**config.mk**
```make
export PLATFORM = sky130hd
export DESIGN_NAME = command_sequencer
export DESIGN_NICKNAME = d
export VERILOG_FILES = /design/src/rtl/command_sequencer.sv
export SDC_FILE = /design/constraint.sdc
export NUM_CORES = 1
export LEC_CHECK = 0
export CAP_MARGIN = 30
export CORE_AREA = 2 2 77 79
export CTS_CLUSTER_DIAMETER = 100
export DETAILED_ROUTE_END_ITERATION = 6
export DIE_AREA = 0 0 79 81
export GPL_TIMING_DRIVEN = 0
export PLACE_DENSITY_LB_ADDON = 0.08
export SYNTH_ARGS = -nofsm -noshare
export SYNTH_HDL_FRONTEND = slang
export SYNTH_SLANG_ARGS = --single-unit
```
**constraint.sdc**
```tcl
create_clock -name CLOCK -period 3.1 [get_ports CLOCK]
set_clock_uncertainty 0.1 [all_clocks]
set_input_delay 0.93 -clock CLOCK [delete_from_list [all_inputs] [get_ports CLOCK]]
set_output_delay 0.93 -clock CLOCK [all_outputs]
set_load 0.05 [all_outputs]
```
**src/rtl/command_sequencer.sv**
```systemverilog
// Drum-machine command sequencer: reads a command at word time N, then transfers
// words from L (deferred) or the next word (immediate) up to T-1, all mod 108.
module command_sequencer (
  input  logic       CLOCK,
  input  logic       rst,
  input  logic       TE,
  input  logic [6:0] WT,
  input  logic       SW_GO,
  input  logic       SW_NO_GO,
  input  logic       SW_BP,
  input  logic       STEP,
  input  logic       SET_N,
  input  logic [6:0] SET_N_VAL,
  input  logic [6:0] CMD_N,
  input  logic [6:0] CMD_T,
  input  logic [6:0] CMD_L,
  input  logic       CMD_DEFER,
  input  logic       CMD_BP,
  output logic       RC,
  output logic       TR,
  output logic       WL,
  output logic       HALTED,
  output logic       CMD_LOAD,
  output logic [6:0] N_REG,
  output logic [6:0] WORD_CNT
);

  typedef enum logic [2:0] {
    S_HALT   = 3'd0,
    S_READ   = 3'd1,
    S_DECODE = 3'd2,
    S_WAIT   = 3'd3,
    S_XFER   = 3'd4
  } state_t;

  state_t     state_r, state_nx_s;
  logic [6:0] n_reg_r, t_reg_r, l_reg_r, word_cnt_r;
  logic       bp_reg_r, step_mode_r, step_lat_r;
  logic       rc_r, tr_r, wl_r, halted_r;
  logic       run_s, stop_s;

  function automatic logic [6:0] wt_pred(input logic [6:0] x);
    if (x == 7'd0) return 7'd107;
    else           return x - 7'd1;
  endfunction

  // Word times above 107 do not exist on the drum, so they can never match.
  function automatic logic wt_hit(input logic [6:0] wt, input logic [6:0] target);
    return (wt <= 7'd107) && (target <= 7'd107) && (wt == target);
  endfunction

  function automatic logic wt_hit_pred(input logic [6:0] wt, input logic [6:0] x);
    return (x <= 7'd107) && wt_hit(wt, wt_pred(x));
  endfunction

  // Next-state decode
  always_comb begin
    run_s      = SW_GO & ~SW_NO_GO;
    stop_s     = step_mode_r | SW_NO_GO | (bp_reg_r & SW_BP);
    state_nx_s = state_r;
    case (state_r)
      S_HALT: begin
        if (TE && (run_s || step_lat_r || STEP)) state_nx_s = S_READ;
        else                                     state_nx_s = S_HALT;
      end
      S_READ: begin
        if (TE && wt_hit(WT, n_reg_r)) state_nx_s = S_DECODE;
        else                           state_nx_s = S_READ;
      end
      S_DECODE: begin
        if (CMD_DEFER) state_nx_s = S_WAIT;
        else           state_nx_s = S_XFER;
      end
      S_WAIT: begin
        if (TE && wt_hit_pred(WT, l_reg_r)) state_nx_s = S_XFER;
        else                                state_nx_s = S_WAIT;
      end
      S_XFER: begin
        if (TE && wt_hit_pred(WT, t_reg_r)) begin
          if (stop_s) state_nx_s = S_HALT;
          else        state_nx_s = S_READ;
        end else begin
          state_nx_s = S_XFER;
        end
      end
      default: state_nx_s = S_HALT;
    endcase
  end

  // State, registered state-decoded outputs and command datapath
  always_ff @(posedge CLOCK) begin
    if (!rst) begin
      state_r     <= S_HALT;
      n_reg_r     <= 7'd0;
      t_reg_r     <= 7'd0;
      l_reg_r     <= 7'd0;
      word_cnt_r  <= 7'd0;
      bp_reg_r    <= 1'b0;
      step_mode_r <= 1'b0;
      step_lat_r  <= 1'b0;
      rc_r        <= 1'b0;
      tr_r        <= 1'b0;
      wl_r        <= 1'b0;
      halted_r    <= 1'b1;
    end else begin
      state_r  <= state_nx_s;
      rc_r     <= (state_nx_s == S_READ);
      tr_r     <= (state_nx_s == S_XFER);
      wl_r     <= (state_nx_s == S_WAIT);
      halted_r <= (state_nx_s == S_HALT);
      case (state_r)
        S_HALT: begin
          if (SET_N) n_reg_r <= SET_N_VAL;
          // A start without the run condition can only come from STEP.
          if (state_nx_s == S_READ) begin
            step_mode_r <= ~run_s;
            step_lat_r  <= 1'b0;
          end else if (STEP) begin
            step_lat_r <= 1'b1;
          end
        end
        S_DECODE: begin
          n_reg_r    <= CMD_N;
          t_reg_r    <= CMD_T;
          l_reg_r    <= CMD_L;
          bp_reg_r   <= CMD_BP;
          word_cnt_r <= 7'd0;
        end
        S_XFER: begin
          if (TE) word_cnt_r <= word_cnt_r + 7'd1;
          if (state_nx_s == S_HALT) step_mode_r <= 1'b0;
        end
        default: begin
        end
      endcase
    end
  end

  assign CMD_LOAD = (state_r == S_READ) && TE && wt_hit(WT, n_reg_r);
  assign RC       = rc_r;
  assign TR       = tr_r;
  assign WL       = wl_r;
  assign HALTED   = halted_r;
  assign N_REG    = n_reg_r;
  assign WORD_CNT = word_cnt_r;

endmodule

```
==> impl_metrics.py, run 1 <==
metrics = {
    "power_and_ir_drop": {
        "p_leak_nw": 1.381,
        "powerDensity_nw_per_um2": 324.3,
        "p_seq_frac": 0.444,
        "vdd_drop_max_v": 0.0002087,
        "p_sw_frac": 0.2547,
        "combPwrFrac": 0.179,
        "total_power_mw": 1.155,
        "p_int_mw": 0.8609,
        "switchingPower_mw": 0.2942,
        "clock_power_share": 0.377,
    },
    "logic_synthesis": {
        "synth_top_area_share": 0.2852,
        "synthTopCellsByArea": "dfxtp_1 29%, nand2_1 9.0%, a21boi_0 5.3%",
        "synthArstFlopShare": 0,
        "synth_seq_cells": 38,
        "syn_inst": 357,
        "avgSynthCellArea_um2": 7.472,
        "synth_edf_count": 0,
        "synth.largest_area_cell": "dfxtp_1",
        "syn_nets": 409,
        "synth_cell_types": 58,
        "synth_area_um2": 2668,
        "ys_warn_count": 0,
        "ys_seq_area_frac": 0.2852,
        "ys.flop_type": "dfxtp_1",
    },
    "global_routing": {
        "grt_usage": 0.2387,
        "grt_antenna_before_repair": 0,
        "grt_pass1_wl_um": 11980,
        "grt_overflow": 0,
        "grt_pass1_vias": 2497,
        "grt_max_degree": 12,
    },
    "cts": {
        "htreeDepth": 2,
        "clk_pin_slew_ns": 0.07,
        "cts_made_buffers": 5,
        "clk_latency_ns": 0.30,
        "clock_path_buffers": 2,
        "cts.sinks": 38,
        "root_buffer": "clkbuf_8",
        "tritoncts": "done",
    },
    "setup_path": {
        "worstPathArrival_ns": 2.08,
        "crit_path_start_kind": "input pin",
        "required_ns": 2.07,
        "path_class": "input pin to primary output",
        "critPathCaptureType": "primary output",
        "worstPathMaxFanout": 3,
    },
    "final_layout": {
        "syn2layout_area_growth_pct": 33.54,
        "multi_input_area_um2": 1788,
        "final_area_um2": 3562,
        "fillers": 528,
        "drive_gt1_frac": 0.09133,
        "regArea_um2": 760.7,
        "final_cells": 502,
        "diodes": 0,
        "fin_nets": 479,
        "post-route-util": 0.6276,
    },
    "placement": {
        "dp.cells": 489,
        "dpl.hpwl_um": 5566,
        "gp_congestion": 0.8755,
        "postPlaceCellArea_um2": 3379,
        "portBuffers": 57,
    },
    "route": {
        "drtIter0Drc": 158,
        "dr.pass1.iters": 4,
        "dr_total_vias": 2766,
        "drc": 0,
        "wl_per_cell_um": 14.71,
        "finalWirelength_um": 7385,
        "via_per_inst": 5.510,
        "ant_nets": 0,
    },
    "floorplan": {
        "die_w_um": 79,
        "core.rowCount": 28,
        "pin_count": 64,
        "initial_core_util": 0.4700,
        "fp.coreArea_um2": 5675,
        "dieArea_um2": 6399,
        "fp.dieH_um": 81,
    },
    "timing": {
        "rsz0062_at_grt": "yes",
        "fin_crit_sh": 1.003,
        "setup_tns_ns": -0.009520,
        "min_period_ns": 3.110,
        "setup_viol_count_final": 1,
        "timing.slew.headroom": 0.4204,
        "final_max_slew_viol_count": 0,
        "worst_pin_slew_ns": 0.8585,
        "timing.fmax_ghz": 0.3216,
        "finalHoldViolCount": 0,
        "fin_ws_ns": -0.009520,
    },
    "min_path": {
        "min-delay-path-class": "flop to flop",
    },
    "outcome": {
        "status": "complete, but fails checks",
        "violations": "setup timing",
    },
    "flow_run": {
        "maxCapViolations": 0,
    },
}
layer usage:
layer / GRT usage / wire length [µm]
met5: 0 / 0
met4: 0.07241 / 105
met3: 0.04111 / 295
met2: 0.4017 / 3503
met1: 0.3144 / 3481
state kept, by name, summed over array words and instances, names as in the netlist:
signal,cells
t_reg_r,7
N_REG,7
step_mode_r,1
step_lat_r,1
HALTED,1
WORD_CNT,7
bp_reg_r,1
l_reg_r,7
RC,1
WL,1
state_r,3
TR,1
cell families after synthesis:
| kind of cell | synth area share |
|---|---|
| compound gates | 0.2645 |
| xor+xnor | 0.05910 |
| fa+ha+maj | 0.03283 |
| buf+inv | 0.05159 |
| flops | 0.2852 |
| mux | 0.01126 |
| simple gates | 0.2955 |
metrics by stage:
stage          hold WS, ns  setup slack (ns)
4_1_cts             0.3873          -0.04693
3_5_place_dp        0.3714            -1.118
5_1_grt             0.4113           -0.1159
6_report            0.3810         -0.009520
3_3_place_gp        0.3590            -1.103
2_1_floorplan       0.3440           -0.1098
layout by cell type (no fill, tap or decap), types with 7 or more instances in the layout:
cell / count
o21ai_0: 14
xor2_1: 13
nand2_1: 64
ha_1: 7
a21boi_0: 19
nor2b_1: 13
nor2_1: 19
clkdlybuf4s50_1: 54
dfxtp_1: 38
clkbuf_1: 12
nor3_1: 7
nand3_1: 8
a21oi_1: 28
inv_1: 9
buf_4: 7
critical path: stages:
cell and delay (ns):
clkbuf_16 0.13, buf_4 0.14, a21oi_1 0.19, o21ai_2 0.13, nor4_4 0.36, buf_6 0.21
power by group through the flow:
stage	clock, mW	combinational [mW]	sequential (mW)
after floorplan	0	0.0834	0.550
after global placement	0	0.198	0.523
after detailed placement	0	0.199	0.524
after CTS	0.442	0.207	0.512
after global routing	0.461	0.223	0.514
final	0.436	0.207	0.512
path summary, 6_finish.rpt:
kind | start | endpoint | slack, ns | cells past startpoint
worst max-delay path | WT[2] | CMD_LOAD | -0.01 | 6
worst min-delay path | bp_reg_r | bp_reg_r | 0.38 | 2
worst max register to register | l_reg_r[0] | state_r[0] | 0.21 | 10
worst min register to register | bp_reg_r | bp_reg_r | 0.38 | 2
synthesized netlist by cell type (5+ instances only):
cell type,count
nor3_1,7
nor2b_1,13
nor2_1,19
ha_1,7
nand2_1,64
a21boi_0,19
xnor2_1,5
a21oi_1,28
and2_1,5
o21ai_0,16
inv_1,9
dfxtp_1,38
buf_2,5
xor2_1,13
nand3_1,8
clkbuf_1,17
timing repair:
item | 4_1_cts | 5_1_grt
hold buffers | 0 | 0
setup buffers | 5 | 1
pin swaps | 2 | 2
gates resized for setup | 19 | 2
setup endpoints to repair | 1 | 8
layout make-up:
class / instances / area share
Timing Repair Buffer: 63 / 0.1714
Multi-Input combinational cell: 285 / 0.5019
Tap cell: 75 / 0.02634
Inverter: 9 / 0.009484
Clock inverter: 1 / 0.008430
Sequential cell: 38 / 0.2136
Buffer: 25 / 0.04566
Clock buffer: 6 / 0.02318
Power figures use the tool's default switching activity.
==> inputs of run 2 (changes only) <==
CORE_AREA = 2 2 85 87   (was 2 2 77 79)
DIE_AREA = 0 0 87 89   (was 0 0 79 81)
==> run 2 against run 1 <==
Net effect:
- maximum frequency grew 1.5%
- final cell count grew 1.2%
- setup slack gained 0.047 ns
- largest cell class unchanged
- die area grew 21%
- wire length grew 2.4%
- critical path type unchanged
- highest routed layer unchanged
- the run now ends clean
- critical path depth is the same
==> impl_metrics.py, run 2 (synthesis gave the netlist of run 1 again) <==
metrics = {
    "outcome": {
        "status": "finished clean",
    },
    "global_routing": {
        "grt_pass1_wl_um": 12360,
        "grt_overflow": 0,
        "grt_pass1_vias": 2556,
        "grt_usage": 0.2009,
        "grt_max_degree": 12,
        "grt_antenna_before_repair": 0,
    },
    "floorplan": {
        "fp.dieH_um": 89,
        "pin_count": 64,
        "core.rowCount": 30,
        "dieArea_um2": 7743,
        "initial_core_util": 0.3970,
        "die_w_um": 87,
        "fp.coreArea_um2": 6719,
    },
    "setup_path": {
        "worstReg2RegStart": "l_reg_r[0]",
        "r2r_setup_slack_ns": 0.20,
        "r2r-end": "WL",
        "worstPathArrival_ns": 2.03,
        "path_class": "input pin to primary output",
        "path_cells": "clkbuf_16 -> buf_4 -> nand2_1 -> o21ai_2 -> nor4_4 -> buf_6",
        "required_ns": 2.07,
        "worstPathMaxFanout": 7,
        "reg2reg_depth": 10,
        "crit_path_max_incr_delay_ns": 0.35,
        "crit_path_start_kind": "input pin",
        "critPathCaptureType": "primary output",
        "critPathSlowestCell": "nor4_4",
    },
    "timing": {
        "setup_tns_ns": 0,
        "finalHoldViolCount": 0,
        "worst_pin_slew_ns": 0.7603,
        "final_max_slew_viol_count": 0,
        "timing.fmax_ghz": 0.3266,
        "timing.slew.headroom": 0.4867,
        "setup_viol_count_final": 0,
        "timing.hold.ws_ns": 0.3722,
        "rsz0062_at_grt": "yes",
        "min_period_ns": 3.062,
        "fin_crit_sh": 0.9878,
    },
    "power_and_ir_drop": {
        "powerDensity_nw_per_um2": 319.3,
        "p_leak_nw": 1.399,
        "total_power_mw": 1.154,
        "vdd_drop_max_v": 0.0002078,
    },
    "cts": {
        "clk_pin_slew_ns": 0.07,
        "clock_path_buffers": 2,
        "cts_made_buffers": 5,
        "clk_latency_ns": 0.28,
        "htreeDepth": 2,
        "root_buffer": "clkbuf_8",
        "tritoncts": "done",
        "cts.sinks": 38,
        "cts_hold_buf": 0,
    },
    "final_layout": {
        "drive_gt1_frac": 0.1051,
        "layout_commonest_cell": "nand2_1",
        "diodes": 0,
        "layout_common_cells": "64 x nand2_1, 54 x clkdlybuf4s50_1, 38 x dfxtp_1",
        "fillers": 670,
        "multi_input_area_um2": 1807,
        "syn2layout_area_growth_pct": 35.46,
        "final_area_um2": 3613,
        "post-route-util": 0.5378,
        "regArea_um2": 760.7,
        "fin_nets": 480,
    },
    "route": {
        "via_per_inst": 5.404,
        "dr.pass1.iters": 4,
        "dr_total_vias": 2745,
        "ant_nets": 0,
        "finalWirelength_um": 7559,
        "drtIter0Drc": 99,
        "wl_per_cell_um": 14.88,
        "drc": 0,
    },
    "min_path": {
        "holdPathStages": 2,
        "hold_path.startpoint": "bp_reg_r",
        "min_to": "bp_reg_r",
        "min-delay-path-class": "flop to flop",
    },
    "placement": {
        "portBuffers": 57,
        "dpl.hpwl_um": 5769,
        "postPlaceCellArea_um2": 3386,
        "gp_congestion": 0.9046,
    },
    "flow_run": {
        "maxCapViolations": 0,
    },
}
==> run 2: cell count changes in the layout (fill, tap and decap cells not counted), sizes merged <==
cell,delta
buf,+1
clkdlybuf4s15,+1
dlygate4sd2,-1
==> run 2: final cells by class <==
type                       instances  area share
buffer                            25     0.04709
clock buffer                       6     0.02285
clock inverter                     1    0.008310
inverter                           9    0.009349
multi-input combinational        285      0.5000
sequential                        38      0.2105
tap                               80     0.02770
timing repair buffer              64      0.1742
==> run 2: report_power, final <==
part           switching, mW  total [mW]  leakage, nW  internal (mW)
Sequential            0.0123       0.512        0.308          0.500
Combinational          0.106       0.214         1.03          0.108
Clock                  0.170       0.428       0.0573          0.258
Total                  0.288        1.15         1.40          0.865
==> run 2: worst max-delay path by stage <==
stage / slack [ns] / depth (start not counted) / endpoint / start
finish: 0.04 / 6 / CMD_LOAD / WT[6]
global route: -0.04 / 6 / CMD_LOAD / WT[6]
CTS: -0.05 / 6 / CMD_LOAD / WT[2]
detailed placement: -1.10 / 6 / CMD_LOAD / WT[1]
global placement: -1.13 / 6 / CMD_LOAD / WT[1]
floorplan: -0.11 / 5 / CMD_LOAD / WT[6]
==> run 2: per-stage QoR <==
stage	setup WS, ns	std cells
6_report	0.03782	508
5_1_grt	-0.03783	508
4_1_cts	-0.05277	506
3_5_place_dp	-1.101	494
3_3_place_gp	-1.127	494
2_1_floorplan	-0.1098	357
==> run 2: repair_timing <==
action / CTS / global route
resized for setup: 21 / 12
endpoints found under the hold margin: 0 / 0
pin swaps: 2 / 3
setup buffers: 5 / 2
setup endpoints to repair: 1 / 8
==> run 2: critical path: cells and delay by family <==
| kind | cells | cell delay [ns] |
|---|---|---|
| simple gates | 2 | 0.49 |
| buf+inv | 3 | 0.47 |
| compound gates | 1 | 0.13 |
==> run 2: per-layer routing <==
layer	vias up	global-route usage	routed length, µm
li1	1404	-	-
met1	1284	0.2753	3601
met2	53	0.3393	3660
met3	4	0.02955	259
met4	0	0.03693	37
met5	-	0	0
==> inputs of run 3 (changes only) <==
HOLD_SLACK_MARGIN = 0.08   (was default)
PLACE_DENSITY = 0.66   (was default)
PLACE_DENSITY_LB_ADDON = default   (was 0.08)
==> run 3 against run 2 <==
Net effect:
- the run now ends with setup timing left
- cell area fell by 1.4%
- clock-buffer cell count fell by 1
- critical endpoint unchanged
- setup slack got worse by 0.072 ns
- global-route usage fell by 0.093 points
- critical path type unchanged
- sequential share of layout area rose by 0.30 points
- total power fell by 8.8%
- final cell count fell by 0.20%
==> impl_metrics.py, run 3 (synthesis gave the netlist of run 1 again) <==
metrics = {
    "global_routing": {
        "grt_pass1_vias": 2614,
        "grt_overflow": 0,
        "grt_usage": 0.2000,
        "grt_max_degree": 12,
        "grt_antenna_before_repair": 0,
        "grt_pass1_wl_um": 12220,
    },
    "cts": {
        "tritoncts": "done",
        "cts.sinks": 38,
        "clock_path_buffers": 2,
        "clk_pin_slew_ns": 0.07,
        "cts_hold_buf": 0,
        "cts_made_buffers": 5,
        "root_buffer": "clkbuf_8",
        "htreeDepth": 2,
        "clk_latency_ns": 0.29,
    },
    "timing": {
        "rsz0062_at_grt": "yes",
        "min_period_ns": 3.134,
        "final_max_slew_viol_count": 0,
        "setup_tns_ns": -0.03408,
        "fin_crit_sh": 1.011,
        "fin_ws_ns": -0.03408,
        "finalHoldViolCount": 0,
        "setup_viol_count_final": 1,
        "worst_pin_slew_ns": 0.7956,
        "timing.fmax_ghz": 0.3191,
        "timing.hold.ws_ns": 0.3700,
        "timing.slew.headroom": 0.4628,
    },
    "floorplan": {
        "die_w_um": 87,
        "fp.coreArea_um2": 6719,
        "pin_count": 64,
        "initial_core_util": 0.3970,
        "core.rowCount": 30,
        "fp.dieH_um": 89,
        "dieArea_um2": 7743,
    },
    "power_and_ir_drop": {
        "vdd_drop_max_v": 0.0002476,
        "p_leak_nw": 1.372,
        "powerDensity_nw_per_um2": 295.2,
    },
    "route": {
        "drtIter0Drc": 100,
        "finalWirelength_um": 7537,
        "ant_nets": 0,
        "drc": 0,
        "dr_total_vias": 2793,
        "dr.pass1.iters": 4,
        "wl_per_cell_um": 14.87,
        "via_per_inst": 5.509,
    },
    "outcome": {
        "status": "complete, but fails checks",
        "violations": "setup timing",
    },
    "final_layout": {
        "diodes": 0,
        "layout_common_cells": "64 x nand2_1, 54 x clkdlybuf4s50_1, 38 x dfxtp_1",
        "layout_commonest_cell": "nand2_1",
        "syn2layout_area_growth_pct": 33.58,
        "drive_gt1_frac": 0.1007,
        "post-route-util": 0.5304,
        "fillers": 658,
        "multi_input_area_um2": 1808,
        "regArea_um2": 760.7,
        "final_area_um2": 3563,
        "fin_nets": 479,
    },
    "min_path": {
        "min-delay-path-class": "flop to flop",
    },
    "setup_path": {
        "critPathCaptureType": "primary output",
        "crit_path_max_incr_delay_ns": 0.38,
        "path_cells": "clkbuf_1 -> a31oi_1 -> nor4_4 -> buf_6",
        "worstPathMaxFanout": 9,
        "critPathSlowestCell": "nor4_4",
        "crit_path_start_kind": "input pin",
        "worstPathArrival_ns": 2.10,
        "path_class": "input pin to primary output",
        "required_ns": 2.07,
    },
    "flow_run": {
        "maxCapViolations": 0,
    },
    "placement": {
        "dpl.hpwl_um": 5698,
        "preCtsSetupSlack_ns": -1.113,
        "gp_congestion": 0.8677,
        "portBuffers": 57,
        "postPlaceCellArea_um2": 3386,
    },
}
## run 3: timing repair
item                                   CTS  global route
resized for setup                       19            10
setup buffers                            4             2
pin swaps                                2             3
endpoints found under the hold margin    0             0
setup endpoints to repair                2             8
## run 3: final timing paths
path | from | end | slack [ns] | cells past startpoint
setup / recovery | WT[4] | CMD_LOAD | -0.03 | 4
hold reg to reg | bp_reg_r | bp_reg_r | 0.37 | 2
setup reg to reg | l_reg_r[0] | WL | 0.25 | 10
hold / removal | bp_reg_r | bp_reg_r | 0.37 | 2
## run 3: power breakdown
part           total [mW]  internal (mW)  switching, mW
Sequential          0.512          0.500         0.0124
Clock               0.326          0.151          0.175
Combinational       0.213          0.106          0.107
Total                1.05          0.758          0.294
## run 3: metal layers
layer / global-route usage / wire, µm / up-vias
met5: 0 / 0 / -
met3: 0.03509 / 442 / 18
met2: 0.3296 / 3479 / 91
li1: - / - / 1407
met1: 0.2530 / 3428 / 1277
met4: 0.09801 / 187 / 0
## run 3: final cells by class
cell class                 count  share of cell area
buffer                        25             0.04740
clock buffer                   5             0.01931
clock inverter                 2            0.002809
inverter                       9            0.009480
multi-input combinational    285              0.5074
sequential                    38              0.2135
tap                           80             0.02809
timing repair buffer          63              0.1721
## run 3: per-stage QoR
stage,cells,power (mW)
after floorplan,357,0.6336
after global routing,507,1.095
final,507,1.052
after detailed placement,494,0.7250
after CTS,505,1.054
after global placement,494,0.7230
## run 3: worst max-delay path, delay by kind of cell
family	cells	cell delay, ns
buffers and inverters	2	0.55
and+or+nand+nor	1	0.38
AOI/OAI and AO/OA	1	0.24
==> RTL edit 1 (config.mk and constraints of run 1) <==
Register the output `WORD_CNT` once more; this adds one clock of latency there. The other outputs are not delayed to match.
--- a/src/rtl/command_sequencer.sv
+++ b/src/rtl/command_sequencer.sv
@@ -144,3 +144,5 @@
   assign N_REG    = n_reg_r;
-  assign WORD_CNT = word_cnt_r;
+  always_ff @(posedge CLOCK) begin
+    WORD_CNT <= word_cnt_r;
+  end
 
Formal check against the unedited RTL: not equivalent (Yosys sat finds a counterexample within 10 cycles, from zero or initial values and one cycle with rst low).
==> RTL edit 1 against run 1 <==
Sequential cell count rose by 7; non-clock buffer count rose by 1; routed wire length shrank 6.5%; setup slack gained 0.016 ns; global-route usage is 1.6 points lower; final area is 1.9% higher; synthesized area increased by 0.75%; power grew 5.7%; first-iteration DRC count up 5.1%; critical path type unchanged; highest routed layer unchanged.
==> RTL edit 1: results (changes against run 1) <==
- Status: finished clean
- Global routing usage on met1: 29.5% (-2.0 points)
- Routed length on met3: 375 µm (+27%)
- Wire length on met2: 3.25 mm (-7.3%)
- Clk slew on worst S/H paths: 0.09 ns (+0.02 ns)
- Global routing usage on met3: 2.89% (-1.2 points)
- Pwr Density: 336 mW/mm² (+3.7%)
- Sw frac: 28.6% (+3.2 points)
- Vias in the first global route: 2399 (-3.9%)
- Synthesized area per cell: 8.10 µm² (+8.3%)
- Area of the multi-input gates: 0.00170 mm² (-5.0%)
- Vias: 2646 (-4.3%)
- Nets: 462 (-3.5%)
- Global-route wire length before repair: 11.3 mm (-5.9%)
- Layout cell share with drive strength beyond 1: 13.9% (+4.7 points)
- WP data arrival: 2.06 ns (-0.02 ns)
- Peak fanout along the critical path: 4 (+1)
- Sequential share of power: 49.7% (+5.3 points)
- Post-synth net total: 384 (-6.1%)
- XOR/XNOR Fraction of Synth Area: 6.52% (+0.61 points)
- Port bufs: 62 (+8.8%)
- R2R setup slack: 0.35 ns (+0.14 ns)
- M2 GR Usage: 38.6% (-1.5 points)
- Hold EP: WORD_CNT[6]$_DFF_P_
- Wire length on met1: 3.21 mm (-7.9%)
- Register area share after synthesis: 33.5% (+5.0 points)
- Pre-CTS WS: -1.24 ns (-0.121 ns)
- Initial drt markers: 166 (+5.1%)
- Yosys cell types: 59 (+1.7%)
- Worst Hold Slack: 0.270 ns (-0.111 ns)
- Fin cells: 486 (-3.2%)
- Final HPWL DP: 5.21 mm (-6.4%)
- Pin count of the biggest net entering global routing: 17 (+5)
- Adder-Cell Fraction of Synth Area: 3.26% (-0.024 points)
## RTL edit 1: changes by cell type in the layout (fill, tap and decap cells not counted), moves of 3 or more
cell	before	now
o211a_1	2	7
nand3_1	8	15
nor2b_1	13	3
nor2_1	19	15
o21ai_0	14	7
nand3b_1	4	0
o31ai_1	2	5
mux2i_1	3	0
nand2b_1	3	7
dfxtp_1	38	45
buf_6	1	6
a21oi_1	28	10
clkbuf_1	12	8
buf_4	7	10
## RTL edit 1: what timing repair did
item	CTS	global route
setup buffers	5	4
pin swaps	6	2
endpoints found under the setup margin	1	1
gates resized for setup	48	7
## RTL edit 1: final cells by class
cell class / instances / share of cell area, %
inverters: 9 / 0.930
repair buffers: 71 / 19.2
multi-input cells: 260 / 46.8
clock inverters: 3 / 0.689
well taps: 75 / 2.58
clock buffers: 5 / 1.90
flip-flops and latches: 45 / 24.8
plain buffers: 18 / 3.10
==> RTL edit 2 (settings of run 1) <==
Without the edit above. Reset style: asynchronous (`rst`), changed in one clocked block.
--- a/src/rtl/command_sequencer.sv
+++ b/src/rtl/command_sequencer.sv
@@ -90,3 +90,3 @@
   // State, registered state-decoded outputs and command datapath
-  always_ff @(posedge CLOCK) begin
+  always_ff @(posedge CLOCK or negedge rst) begin
     if (!rst) begin
Function: differs if rst is asserted again (counterexample within 4 cycles, from zero or initial values and one cycle with rst low); with rst held inactive, the same outputs for 10 cycles.
==> RTL edit 2 against run 1 <==
The flow still finishes with violations (setup timing); synthesized area fell by 2.6%; routed wire length is 15% lower; sequential cell count did not move; final area shrank 1.9%; via count fell by 16%; setup slack worse by 0.19 ns; highest routed layer unchanged.
Power is not compared: it rests on default switching activity, and its combinational part moved more than twofold at a synthesized area within 25%.
==> RTL edit 2: results (changes against run 1) <==
- Initial drt markers: 99 (-37%)
- Post-synth net total: 332 (-19%)
- Placed cells: 414 (-15%)
- Max-slew violation count: 0 (unchanged)
- Pre-CTS WS: -1.25 ns (-0.129 ns)
- Clock Tree Root: clkbuf_8
- Max_slew headroom: 43.7% (+1.7 points)
- Later-pin clock latency in the skew report: roughly 0.29 ns
- Post-Syn Instances: 280 (-22%)
- Register area share after synthesis: 36.7% (+8.1 points)
- Fill cells: 521 (-1.3%)
- Layout cell share with drive strength beyond 1: 18.5% (+9.3 points)
- Vias in the first global route: 2127 (-15%)
- Synth cell count leaders: dfrtp_1, nand2_1, o21ai_0, nor2_1, xor2_1
- Port bufs: 59 (+3.5%)
- Status: finished, violations left
- Pin count of the biggest net entering global routing: 39 (+27)
- WL final: 6.29 mm (-15%)
- PnR worst setup slack: -0.196 ns (-0.186 ns)
- Slowest stage cell, crit path: or4_4
- Yosys cell types: 59 (+1.7%)
- WP data arrival: 2.27 ns (+0.19 ns)
- Nets: 403 (-16%)
- RePlAce Congestion: 0.859 (-1.9%)
- CP peak stage delay: 0.53 ns (+0.17 ns)
- Failing checks: setup timing
- Clk slew on worst S/H paths: around 0.080 ns
- Peak fanout along the critical path: 5 (+2)
- Final HPWL DP: 4.71 mm (-15%)
- Initial antenna violation count: 0 (unchanged)
- Setup violators final: 1 (unchanged)
- FFs w/ async S/R, synth: 100% (+100 points)
- Vias: 2314 (-16%)
- Total track usage: 20.7% (-3.1 points)
[RTL edit 2: final cells by class]
cell class	count	area (µm²)	area share, %
multi-input cells	215	1550	44.5
flip-flops and latches	38	952	27.3
repair buffers	64	621	17.8
plain buffers	17	119	3.40
well taps	75	93.8	2.69
clock buffers	7	86.3	2.47
inverters	10	37.5	1.07
clock inverters	1	30.0	0.860
[RTL edit 2: cell families after synthesis]
family | Yosys count | synth area share [%]
simple gates | 97 | 21.6
compound gates | 68 | 17.1
flops | 38 | 36.7
buf+inv | 27 | 5.20
xor+xnor | 23 | 7.76
mux | 20 | 8.33
fa+ha+maj | 7 | 3.37
[RTL edit 2: path summary, 6_finish.rpt]
check / start / to / slack (ns) / cells after the start
worst min register to register: bp_reg_r$_DFFE_PN0P_ / bp_reg_r$_DFFE_PN0P_ / 0.42 / 1
worst min-delay path: bp_reg_r$_DFFE_PN0P_ / bp_reg_r$_DFFE_PN0P_ / 0.42 / 1
worst max register to register: l_reg_r[0]$_DFFE_PN0P_ / state_r[0]$_DFF_PN0_ / 0.23 / 8
min in group asynchronous: rst / t_reg_r[5]$_DFFE_PN0P_ / 0.63 / 1
max in group asynchronous: rst / step_mode_r$_DFFE_PN0P_ / 1.73 / 1
worst max-delay path: WT[2] / CMD_LOAD / -0.20 / 7
[RTL edit 2: what timing repair did]
item	CTS	global route
pin swaps	1	5
endpoints found under the setup margin	1	3
setup buffers	0	5
gates resized for setup	25	16
hold endpoints to repair	0	0
[RTL edit 2: report_power, final]
| group | switching [mW] | total, mW | internal, mW |
|---|---|---|---|
| clock network | 0.185 | 0.448 | 0.263 |
| logic | 0.662 | 1.15 | 0.488 |
| registers | 0.173 | 0.817 | 0.644 |
| total | 1.02 | 2.42 | 1.39 |
[RTL edit 2: through the flow]
stage | area (µm²) | setup TNS (ns)
2_1_floorplan | 2610 | -0.137
3_3_place_gp | 3300 | -1.32
3_5_place_dp | 3290 | -1.34
4_1_cts | 3410 | -0.131
5_1_grt | 3490 | -0.250
6_report | 3490 | -0.196
[RTL edit 2: worst max-delay path, delay by kind of cell]
family,cells,cell delay (ns)
compound gates,2,0.30
buf+inv,2,0.26
simple gates,3,0.78
[RTL edit 2: metal layers]
layer / track usage [%] / wire length, µm / vias up
met5: 0 / 0 / -
met4: 5.69 / 90 / 0
met3: 4.67 / 296 / 11
met2: 33.1 / 2940 / 53
met1: 28.5 / 2970 / 1105
li1: - / - / 1145
